<file path="config.mk">
export PLATFORM = sky130hd
export DESIGN_NAME = lc3_control_unit
export DESIGN_NICKNAME = d
export VERILOG_FILES = /design/src/rtl/lc3_ctrl_pkg.sv /design/src/rtl/lc3_control_unit_timer.sv /design/src/rtl/lc3_control_unit.sv
export SDC_FILE = /design/constraint.sdc
export NUM_CORES = 1
export LEC_CHECK = 0
export CAP_MARGIN = 5
export CORE_ASPECT_RATIO = 1.5
export CORE_MARGIN = 10
export CORE_UTILIZATION = 40
export CTS_BUF_LIST = sky130_fd_sc_hd__clkbuf_4
export DETAILED_ROUTE_END_ITERATION = 10
export DONT_BUFFER_PORTS = 1
export GPL_ROUTABILITY_DRIVEN = 0
export GPL_TIMING_DRIVEN = 0
export SLEW_MARGIN = 15
export SYNTH_ARGS = -nofsm -noshare
export SYNTH_HDL_FRONTEND = slang
export SYNTH_SLANG_ARGS = --single-unit
export TNS_END_PERCENT = 100
</file>
<file path="constraint.sdc">
create_clock -name Clk -period 2.6 [get_ports Clk]
set_input_delay 0.26 -clock Clk [delete_from_list [all_inputs] [get_ports Clk]]
set_output_delay 0.26 -clock Clk [all_outputs]
set_load 0.005 [all_outputs]
</file>
<file path="src/rtl/lc3_ctrl_pkg.sv">
// lc3_ctrl_pkg
//   Shared types and encodings for the LC-3 control unit: FSM state enum,
//   opcode values and the select encodings driven onto the datapath muxes.
//   The pause states exist only when LC3_PAUSE_EN is defined.
package lc3_ctrl_pkg;

  typedef enum logic [4:0] {
    S_HALTED   = 5'd0,
    S_FETCH    = 5'd1,
    S_FETCH_RD = 5'd2,
    S_IR_LD    = 5'd3,
    S_DECODE   = 5'd4,
    S_ALU_EX   = 5'd5,
    S_BR_CHK   = 5'd6,
    S_BR_TAKE  = 5'd7,
    S_JMP_EX   = 5'd8,
    S_JSR_R7   = 5'd9,
    S_JSR_PC   = 5'd10,
    S_JSRR_PC  = 5'd11,
    S_MAR_LD   = 5'd12,
    S_LD_RD    = 5'd13,
    S_LD_WB    = 5'd14,
    S_MAR_ST   = 5'd15,
    S_ST_MDR   = 5'd16,
    S_ST_WR    = 5'd17,
    S_LEA_EX   = 5'd18,
    S_NOP_EX   = 5'd19
`ifdef LC3_PAUSE_EN
    ,
    S_PAUSE1   = 5'd20,
    S_PAUSE2   = 5'd21
`endif
  } state_t;

  localparam logic [3:0] OP_BR    = 4'b0000;
  localparam logic [3:0] OP_ADD   = 4'b0001;
  localparam logic [3:0] OP_LD    = 4'b0010;
  localparam logic [3:0] OP_ST    = 4'b0011;
  localparam logic [3:0] OP_JSR   = 4'b0100;
  localparam logic [3:0] OP_AND   = 4'b0101;
  localparam logic [3:0] OP_LDR   = 4'b0110;
  localparam logic [3:0] OP_STR   = 4'b0111;
  localparam logic [3:0] OP_NOT   = 4'b1001;
  localparam logic [3:0] OP_JMP   = 4'b1100;
  localparam logic [3:0] OP_PAUSE = 4'b1101;
  localparam logic [3:0] OP_LEA   = 4'b1110;

  localparam logic [1:0] PCMUX_PC1   = 2'b00;
  localparam logic [1:0] PCMUX_BUS   = 2'b01;
  localparam logic [1:0] PCMUX_ADDER = 2'b10;

  localparam logic [1:0] ADDR2_ZERO  = 2'b00;
  localparam logic [1:0] ADDR2_OFF6  = 2'b01;
  localparam logic [1:0] ADDR2_OFF9  = 2'b10;
  localparam logic [1:0] ADDR2_OFF11 = 2'b11;

  localparam logic [1:0] ALUK_ADD   = 2'b00;
  localparam logic [1:0] ALUK_AND   = 2'b01;
  localparam logic [1:0] ALUK_NOT   = 2'b10;
  localparam logic [1:0] ALUK_PASSA = 2'b11;

  localparam logic DRMUX_IR = 1'b0;
  localparam logic DRMUX_R7 = 1'b1;

endpackage

</file>
<file path="src/rtl/lc3_control_unit_timer.sv">
// mem_wait_timer
//   Wait-state counter shared by every SRAM access state. A start pulse in the
//   cycle before an access loads MEM_WAIT-1; the count then runs down once per
//   cycle while the access is active, so an access lasts exactly MEM_WAIT cycles.
// Ports
//   clk_i     clock
//   rst_ni    synchronous active-low reset
//   start_i   begin a new access on the next edge
//   active_o  an access is in progress this cycle
//   last_o    this is the final cycle of the access
module mem_wait_timer #(
  parameter int MEM_WAIT = 3
) (
  input  logic clk_i,
  input  logic rst_ni,
  input  logic start_i,
  output logic active_o,
  output logic last_o
);

  localparam logic [3:0] LOAD = 4'(MEM_WAIT - 1);

  logic [3:0] count_q;
  logic       active_q;

  always_ff @(posedge clk_i) begin
    if (!rst_ni) begin
      count_q  <= 4'd0;
      active_q <= 1'b0;
    end else if (start_i) begin
      count_q  <= LOAD;
      active_q <= 1'b1;
    end else if (active_q) begin
      if (count_q == 4'd0) active_q <= 1'b0;
      else                 count_q  <= count_q - 4'd1;
    end
  end

  assign active_o = active_q;
  assign last_o   = active_q && (count_q == 4'd0);

endmodule

</file>
<file path="src/rtl/lc3_control_unit.sv">
// lc3_control_unit
//   LC-3 control FSM. Sequences fetch/decode/execute and drives the datapath
//   load, gate and mux-select strobes plus the SRAM OE/WE strobes. SRAM wait
//   states come from one shared mem_wait_timer (MEM_WAIT cycles per access).
//   Optional: define LC3_PAUSE_EN to make opcode 1101 a pause instruction
//   (LED load, then wait for Continue to go high and low again).
// Ports
//   Clk, Reset_n (sync, active-low), Run, Continue  control inputs
//   Opcode, IR_5, IR_11, BEN                        decode inputs from datapath
//   LD_*, Gate*, *MUX, ALUK                         datapath controls
//   Mem_OE, Mem_WE                                  SRAM strobes (active-high)
//   Instr_done                                      pulse in last exec cycle
//   state_o                                         current FSM state (debug)
module lc3_control_unit
  import lc3_ctrl_pkg::*;
#(
  parameter int MEM_WAIT = 3
) (
  input  logic       Clk,
  input  logic       Reset_n,
  input  logic       Run,
  input  logic       Continue,
  input  logic [3:0] Opcode,
  input  logic       IR_5,
  input  logic       IR_11,
  input  logic       BEN,
  output logic       LD_MAR,
  output logic       LD_MDR,
  output logic       LD_IR,
  output logic       LD_BEN,
  output logic       LD_CC,
  output logic       LD_REG,
  output logic       LD_PC,
  output logic       LD_LED,
  output logic       GatePC,
  output logic       GateMDR,
  output logic       GateALU,
  output logic       GateMARMUX,
  output logic [1:0] PCMUX,
  output logic       DRMUX,
  output logic       SR1MUX,
  output logic       SR2MUX,
  output logic       ADDR1MUX,
  output logic [1:0] ADDR2MUX,
  output logic [1:0] ALUK,
  output logic       Mem_OE,
  output logic       Mem_WE,
  output logic       Instr_done,
  output logic [4:0] state_o
);

  state_t state_q, state_d;
  logic   mem_start, tmr_active, tmr_last;

  mem_wait_timer #(.MEM_WAIT(MEM_WAIT)) u_timer (
    .clk_i    (Clk),
    .rst_ni   (Reset_n),
    .start_i  (mem_start),
    .active_o (tmr_active),
    .last_o   (tmr_last)
  );

`ifdef LC3_PAUSE_EN
  // Marks the first PAUSE1 cycle so the LED register loads only once.
  logic pause_entry_q;
  always_ff @(posedge Clk) begin
    if (!Reset_n) pause_entry_q <= 1'b0;
    else          pause_entry_q <= (state_d == S_PAUSE1) && (state_q != S_PAUSE1);
  end
`endif

  always_ff @(posedge Clk) begin
    if (!Reset_n) state_q <= S_HALTED;
    else          state_q <= state_d;
  end

  assign state_o = state_q;

  always_comb begin
    state_d    = state_q;
    mem_start  = 1'b0;
    LD_MAR     = 1'b0;  LD_MDR  = 1'b0;  LD_IR   = 1'b0;  LD_BEN     = 1'b0;
    LD_CC      = 1'b0;  LD_REG  = 1'b0;  LD_PC   = 1'b0;  LD_LED     = 1'b0;
    GatePC     = 1'b0;  GateMDR = 1'b0;  GateALU = 1'b0;  GateMARMUX = 1'b0;
    PCMUX      = PCMUX_PC1;
    DRMUX      = DRMUX_IR;
    SR1MUX     = 1'b0;  SR2MUX  = 1'b0;  ADDR1MUX = 1'b0;
    ADDR2MUX   = ADDR2_ZERO;
    ALUK       = ALUK_ADD;
    Mem_OE     = 1'b0;  Mem_WE  = 1'b0;  Instr_done = 1'b0;

    case (state_q)
      S_HALTED: if (Run) state_d = S_FETCH;
      S_FETCH: begin
        GatePC = 1'b1; LD_MAR = 1'b1; LD_PC = 1'b1; PCMUX = PCMUX_PC1;
        mem_start = 1'b1;
        state_d = S_FETCH_RD;
      end
      S_FETCH_RD: begin
        Mem_OE = tmr_active;
        LD_MDR = tmr_last;
        if (tmr_last) state_d = S_IR_LD;
      end
      S_IR_LD: begin
        GateMDR = 1'b1; LD_IR = 1'b1;
        state_d = S_DECODE;
      end
      S_DECODE: begin
        LD_BEN = 1'b1;
        case (Opcode)
          OP_ADD, OP_AND, OP_NOT: state_d = S_ALU_EX;
          OP_BR:                  state_d = S_BR_CHK;
          OP_JMP:                 state_d = S_JMP_EX;
          OP_JSR:                 state_d = S_JSR_R7;
          OP_LDR, OP_LD:          state_d = S_MAR_LD;
          OP_STR, OP_ST:          state_d = S_MAR_ST;
          OP_LEA:                 state_d = S_LEA_EX;
`ifdef LC3_PAUSE_EN
          OP_PAUSE:               state_d = S_PAUSE1;
`endif
          default:                state_d = S_NOP_EX;
        endcase
      end
      S_ALU_EX: begin
        GateALU = 1'b1; LD_REG = 1'b1; LD_CC = 1'b1; SR1MUX = 1'b1; SR2MUX = IR_5;
        ALUK = (Opcode == OP_AND) ? ALUK_AND : (Opcode == OP_NOT) ? ALUK_NOT : ALUK_ADD;
        Instr_done = 1'b1;
        state_d = S_FETCH;
      end
      S_BR_CHK: begin
        if (BEN) state_d = S_BR_TAKE;
        else begin
          Instr_done = 1'b1;
          state_d = S_FETCH;
        end
      end
      S_BR_TAKE: begin
        LD_PC = 1'b1; PCMUX = PCMUX_ADDER; ADDR1MUX = 1'b0; ADDR2MUX = ADDR2_OFF9;
        Instr_done = 1'b1;
        state_d = S_FETCH;
      end
      S_JMP_EX, S_JSRR_PC: begin
        SR1MUX = 1'b1; ALUK = ALUK_PASSA; GateALU = 1'b1; PCMUX = PCMUX_BUS; LD_PC = 1'b1;
        Instr_done = 1'b1;
        state_d = S_FETCH;
      end
      S_JSR_R7: begin
        // R7 <- PC (already incremented); IR is stable here so IR_11 is valid.
        GatePC = 1'b1; DRMUX = DRMUX_R7; LD_REG = 1'b1;
        state_d = IR_11 ? S_JSR_PC : S_JSRR_PC;
      end
      S_JSR_PC: begin
        LD_PC = 1'b1; PCMUX = PCMUX_ADDER; ADDR1MUX = 1'b0; ADDR2MUX = ADDR2_OFF11;
        Instr_done = 1'b1;
        state_d = S_FETCH;
      end
      S_MAR_LD, S_MAR_ST: begin
        // Opcode bit 2 separates base+off6 (LDR/STR) from PC+off9 (LD/ST).
        GateMARMUX = 1'b1; LD_MAR = 1'b1;
        SR1MUX   = Opcode[2];
        ADDR1MUX = Opcode[2];
        ADDR2MUX = Opcode[2] ? ADDR2_OFF6 : ADDR2_OFF9;
        if (state_q == S_MAR_LD) begin
          mem_start = 1'b1;
          state_d = S_LD_RD;
        end else begin
          state_d = S_ST_MDR;
        end
      end
      S_LD_RD: begin
        Mem_OE = tmr_active;
        LD_MDR = tmr_last;
        if (tmr_last) state_d = S_LD_WB;
      end
      S_LD_WB: begin
        GateMDR = 1'b1; LD_REG = 1'b1; LD_CC = 1'b1;
        Instr_done = 1'b1;
        state_d = S_FETCH;
      end
      S_ST_MDR: begin
        SR1MUX = 1'b0; ALUK = ALUK_PASSA; GateALU = 1'b1; LD_MDR = 1'b1;
        mem_start = 1'b1;
        state_d = S_ST_WR;
      end
      S_ST_WR: begin
        Mem_WE = tmr_active;
        Instr_done = tmr_last;
        if (tmr_last) state_d = S_FETCH;
      end
      S_LEA_EX: begin
        ADDR1MUX = 1'b0; ADDR2MUX = ADDR2_OFF9; GateMARMUX = 1'b1; LD_REG = 1'b1; LD_CC = 1'b1;
        Instr_done = 1'b1;
        state_d = S_FETCH;
      end
`ifdef LC3_PAUSE_EN
      S_PAUSE1: begin
        LD_LED = pause_entry_q;
        if (Continue) state_d = S_PAUSE2;
      end
      S_PAUSE2: begin
        if (!Continue) begin
          Instr_done = 1'b1;
          state_d = S_FETCH;
        end
      end
`endif
      S_NOP_EX: begin
        Instr_done = 1'b1;
        state_d = S_FETCH;
      end
      default: state_d = S_HALTED;
    endcase
  end

`ifndef LC3_PAUSE_EN
  // Continue only matters for the pause instruction.
  logic unused_continue;
  assign unused_continue = Continue;
`endif

endmodule

</file>
==> results of run 1 <==
## flip-flops by register name, summed over array words and instances (netlist names)
signal            cells
state_o               5
u_timer.active_o      1
u_timer.count_q       4
## area by class of cell
class                   count  share of cell area
plain buffers              17              0.0682
clock buffers               3              0.0162
inverters                  10              0.0269
multi-input cells         164               0.709
flip-flops and latches     10               0.144
well taps                  40              0.0359
## per-stage QoR
stage	util	worst slack, ps	std cells	hold WS, ps
after CTS	0.441	488	244	388
after floorplan	-	1070	201	475
after global routing	0.441	331	244	422
final	0.441	483	244	396
after detailed placement	0.434	781	241	520
after global placement	0.434	811	241	500
## metal layers
metal,up-vias,share of wire,global-route usage
li1,708,-,-
met1,675,0.38,0.151
met2,59,0.53,0.266
met3,9,0.066,0.0236
met4,0,0.023,0.0567
met5,-,0,0
## synthesized netlist by cell type, types with 2 or more instances
library cell,number
nor4_1,3
buf_2,10
dfxtp_1,10
nand2_1,19
a31oi_1,3
o21ai_0,11
o21a_1,3
o31ai_1,3
nor3b_1,2
nand3_1,8
and2_1,3
a21oi_1,22
nor2_2,2
nand2b_1,8
xnor2_1,3
nor3_1,8
clkbuf_1,3
ha_1,7
or3_1,3
or2_2,2
mux2i_1,2
nor2b_1,3
o32ai_1,2
nor2_1,22
mux2_2,2
o22ai_1,4
o211ai_1,2
buf_4,3
inv_1,10
and2b_1,2
## worst max-delay path: cells and delay by family (launching register included)
| kind | cells | cell delay (ps) |
|---|---|---|
| buf+inv | 1 | 230 |
| flops | 1 | 400 |
| compound gates | 2 | 310 |
| simple gates | 3 | 660 |
## final timing paths
check | startpoint | end | slack (ps) | cells after the start
setup / recovery | state_o[3]$_SDFFE_PN0P_ | ADDR2MUX[1] | 480 | 6
hold / removal | Reset_n | state_o[3]$_SDFFE_PN0P_ | 400 | 3
setup reg to reg | state_o[3]$_SDFFE_PN0P_ | u_timer.count_q[0]$_SDFFE_PP0P_ | 820 | 5
hold reg to reg | u_timer.count_q[2]$_SDFFE_PP0P_ | u_timer.count_q[2]$_SDFFE_PP0P_ | 530 | 2
## power by group through the flow
stage               Clock [mW]  Sequential, mW  Combinational (mW)
floorplan                    0           0.230               0.616
global placement             0           0.246               0.770
detailed placement           0           0.248               0.786
CTS                      0.107           0.244               0.789
global route             0.117           0.250               0.891
finish                   0.101           0.243               0.796
## kinds of logic (layout without fill, tap and decap cells)
kind of cell             Yosys count  count (layout)
adder cells (fa/ha/maj)            7               7
buffers and inverters             27              30
flip-flops                        10              10
AND/OR/NAND/NOR                   92              92
XOR/XNOR                           4               4
multiplexers                       4               4
AO/OA/AOI/OAI                     56              56
other                              1               1
==> out/qor.yml, run 1 <==
fin_setup_tns_ps: 0
rsz0062_at_grt: "no"
synthToLayoutAreaGrowth_pct: 5.49
swShare: 0.522
start_util: 0.418
p_int_mw: 0.545
finalCritPeriodShare: 0.814
rows: 25
fmax_ghz: 0.472
first_pass_iters: 4
die_w_um: 66.9
yosysWarnings: 0
fp.dieH_um: 90.4
critPathLaunchType: "register"
yosysSeqAreaShare: 0.152
io_buffers: 0
cts_sinks: 10
path_common_cell: "nand2_1"
crit_arrival_ps: 1860
power_switching_mw: 0.595
wl_per_cell_um: 17.9
muxShareOfSynthArea: 0.0322
core-area_sq_um: 3160
cts_max_path_buffers: 2
cts_tree: "done"
hold_violations: 0
relSlewSlack: 0.529
first_global_vias: 1407
overflow: 0
vias: 1451
synthTopCellsByArea: "dfxtp_1 (15%), a21oi_1 (8.3%), ha_1 (6.6%)"
synth_flop_cell: "dfxtp_1"
vias_per_cell: 5.95
clk_latency_ps: 260
postRouteAntennaNets: 0
cp.required_ps: 2340
synth_seq_cells: 10
drtIter0Drc: 126
cts_setup_buffers: 0
drive_above_1_share: 0.137
avgSynthCellArea_sq_um: 6.57
power.density_nw_per_um2: 817
pwr-share-comb: 0.698
seqCellArea_sq_um: 200
skew_ps: 1.94
nNetsFinal: 224
synthSimpleGateAreaFrac: 0.361
hold_buffers: 0
yosysUniqueCellTypes: 46
grt_max_degree: 11
path_clk_slew_ps: 60
synth_top_family_by_area: "simple AND/OR/NAND/NOR gates"
crit_slowest_cell: "dfxtp_1"
synth-edff-count: 0
yosysTopAreaCell: "dfxtp_1"
cts_resized: 0
ir_worst_vdd_uv: 599
drv_cap: 0
synthArstFlopShare: 0
synth_fp_nets: 219
antenna_found_initial: 0
cts_buffers: 3
leakage_nw: 0.560
worstPathCellList: "buf_2 > nor2_2 > nand2_1 > o22ai_1 > nand2_1 > o31ai_1"
post-route-min-period_ps: 2120
cts_root_buf: "clkbuf_4"
drv_slew: 0
hpwl_um: 3490
antenna_cells: 0
tightest_slew_ps: 701
status: "complete, no violations"
htree_levels: 1
hold_path.class: "primary input to register"
multi_input_area_sq_um: 988
path_class: "register to primary output"
dpl-instance-area_sq_um: 1370
max_stage_delay_ps: 400
cp_max_fo: 10
setup-violations-final: 0
final_cell_mix: "nor2_1 (22), a21oi_1 (22), nand2_1 (19), o21ai_0 (11)"
fillers: 348
die_area_sq_um: 6050
synth_area_sq_um: 1320
synth-xor-area-share: 0.0265
drcViolationCount: 0
synthAdderAreaFrac: 0.0663
wl_um: 4360
postSynthCellCount: 201
end_kind: "primary output"
grt_usage: 0.144
yosysTopAreaCellShare: 0.152
synth-compound-area-share: 0.259
total_power_mw: 1.14
pin_count: 41
stdcell_area_sq_um: 1390
seqPwrFrac: 0.213
p_clk_frac: 0.088
grt_pass1_wl_um: 7240
Note: power is estimated with default switching activity, not from simulation.
==> run 2: changes to the inputs <==
==> constraint.sdc (replaced) <==
create_clock -name Clk -period 2.12 [get_ports Clk]
set_input_delay 0.212 -clock Clk [delete_from_list [all_inputs] [get_ports Clk]]
set_output_delay 0.212 -clock Clk [all_outputs]
set_load 0.005 [all_outputs]
==> run 2 against run 1 <==
  * Sequential power increased by 24%
  * Sequential share of layout area about the same
  * Via count unchanged
  * Critical path depth unchanged
  * Non-clock buffer count unchanged
  * Total power increased by 25%
  * Clock power increased by 23%
  * Worst setup slack got worse by 410 ps
  * Flip-flop and latch count unchanged
  * Cell count unchanged
  * Core utilization increased by 0.51 points
  * Clock skew decreased by 1.3 ps
  * Largest power group unchanged
==> out/qor.yml, run 2 (synthesized netlist as in run 1, its figures left out) <==
relSlewSlack: 0.530  # +0.00155
ir_worst_vdd_uv: 748  # +25%
post-route-min-period_ps: 2040
p_clk_frac: 0.088  # about the same
io_buffers: 0  # unchanged
cts_max_path_buffers: 2  # unchanged
largest_reg_flops: 5  # unchanged
drtIter0Drc: 109  # -13%
drv_slew: 0  # unchanged
total_power_mw: 1.42  # +25%
worstRegToRegCells: 7  # +2
grt_use_met3: 0.0236  # unchanged
wl_per_cell_um: 17.9  # +0.34%
drive_above_1_share: 0.157  # +0.0196
first_pass_iters: 4  # unchanged
grt_max_degree: 11  # unchanged
r2r_slack_ps: 400  # -420 ps
pin_count: 41  # unchanged
timing.final.ws_setup_ps: 77.6  # -405 ps
cts_sinks: 10  # unchanged
die_w_um: 66.9  # unchanged
cp.required_ps: 1910  # -430 ps
rsz0062_at_grt: "no"
htree_levels: 1  # unchanged
min_to: "state_o[3]$_SDFFE_PN0P_"
grt_pass1_wl_um: 7240  # unchanged
hpwl_um: 3490  # unchanged
leakage_nw: 0.567  # +1.2%
cts_root_buf: "clkbuf_4"
vias: 1451  # unchanged
grt_usage: 0.144  # unchanged
skew_ps: 0.674  # -1.26 ps
finalCritPeriodShare: 0.963
final_cell_mix: "nor2_1 (22), a21oi_1 (22), nand2_1 (19), o21ai_0 (11), inv_1 (10)"
min_from: "Reset_n"
place_ws_ps: 349  # -432 ps
met2_usage: 0.266  # unchanged
wl_um: 4370  # +0.34%
power.density_nw_per_um2: 1010  # +23%
cts_buffers: 3  # unchanged
swShare: 0.522  # about the same
fin_setup_tns_ps: 0  # unchanged
p_int_mw: 0.678  # +25%
crit_arrival_ps: 1830  # -30 ps
fp.dieH_um: 90.4  # unchanged
end_kind: "primary output"
r2r_start: "u_timer.count_q[0]$_SDFFE_PP0P_"
critPathLaunchType: "register"
status: "complete, no violations"
cts_tree: "done"
seqPwrFrac: 0.212  # about the same
drcViolationCount: 0  # unchanged
path_clk_slew_ps: 60  # about the same
fmax_ghz: 0.490
rows: 25  # unchanged
cp_max_fo: 3  # -7
vias_per_cell: 5.95  # unchanged
met1_usage: 0.151  # unchanged
antenna_cells: 0  # unchanged
hold_buffers: 0  # unchanged
power_switching_mw: 0.741  # +25%
whs_ps: 329  # -67.2 ps
die_area_sq_um: 6050  # unchanged
setup-violations-final: 0  # unchanged
hold_violations: 0  # unchanged
nNetsFinal: 224  # unchanged
start_util: 0.418  # unchanged
worstHoldPathCells: 3  # unchanged
antenna_found_initial: 0  # unchanged
tightest_slew_ps: 698  # -2.30 ps
path_class: "register to primary output"
clk_latency_ps: 260  # about the same
first_global_vias: 1407  # unchanged
synthToLayoutAreaGrowth_pct: 6.72
postRouteAntennaNets: 0  # unchanged
busiest_layer: "met2"
r2r-end: "state_o[0]$_SDFFE_PN0P_"
pwr-share-comb: 0.700  # +0.002
drv_cap: 0  # unchanged
core-area_sq_um: 3160  # unchanged
overflow: 0  # unchanged
hold_path.class: "primary input to register"
-- run 2: cell count changes in the layout (fill, tap and decap cells not counted), sizes merged --
cell and delta:
buf -1, clkbuf +1
-- run 2: worst max path at each step --
| stage | startpoint | endpoint | slack [ps] | cells after the start |
|---|---|---|---|---|
| final | u_timer.count_q[0]$_SDFFE_PP0P_ | Instr_done | 80 | 6 |
| after global routing | u_timer.count_q[0]$_SDFFE_PP0P_ | Instr_done | 30 | 6 |
| after CTS | state_o[1]$_SDFFE_PN0P_ | LD_PC | 60 | 6 |
| after detailed placement | state_o[1]$_SDFFE_PN0P_ | LD_PC | 350 | 6 |
| after global placement | state_o[1]$_SDFFE_PN0P_ | LD_PC | 380 | 6 |
| after floorplan | u_timer.count_q[0]$_SDFFE_PP0P_ | state_o[0]$_SDFFE_PN0P_ | 630 | 7 |
-- run 2: power groups by stage --
stage | clock network [mW] | registers (mW) | logic [mW]
after floorplan | 0 | 0.282 | 0.756
after global placement | 0 | 0.302 | 0.944
final | 0.124 | 0.301 | 0.994
after global routing | 0.143 | 0.310 | 1.10
after CTS | 0.131 | 0.300 | 0.968
after detailed placement | 0 | 0.304 | 0.964
-- run 2: area by class of cell --
type	count	area [sq um]
Tap cell	40	50.0
Inverter	10	37.5
Buffer	17	98.8
Multi-Input combinational cell	164	998
Sequential cell	10	203
Fill cell	345	1750
Clock buffer	3	22.5
-- run 2: through the flow --
stage,area (sq um),utilization,cells
4_1_cts,1390,0.441,244
6_report,1410,0.446,244
3_3_place_gp,1370,0.434,241
5_1_grt,1410,0.446,244
2_1_floorplan,1320,-,201
3_5_place_dp,1370,0.434,241
-- run 2: critical path, cell delays in order (launching register included) --
cell and delay [ps]:
dfxtp_1 310, inv_1 80, ha_1 200, nor4bb_1 400, a21oi_1 180, o22a_1 190
o22ai_1 200
-- run 2: per-layer routing --
| layer | share of wire | up-vias |
|---|---|---|
| met4 | 0.029 | 0 |
| met1 | 0.39 | 670 |
| met5 | 0 | - |
| li1 | - | 705 |
| met3 | 0.062 | 13 |
| met2 | 0.52 | 63 |
-- run 2: repair_timing --
item / 4_1_cts / 5_1_grt
gates resized for setup: 0 / 7
setup buffers: 0 / 0
setup endpoints to repair: 0 / 6
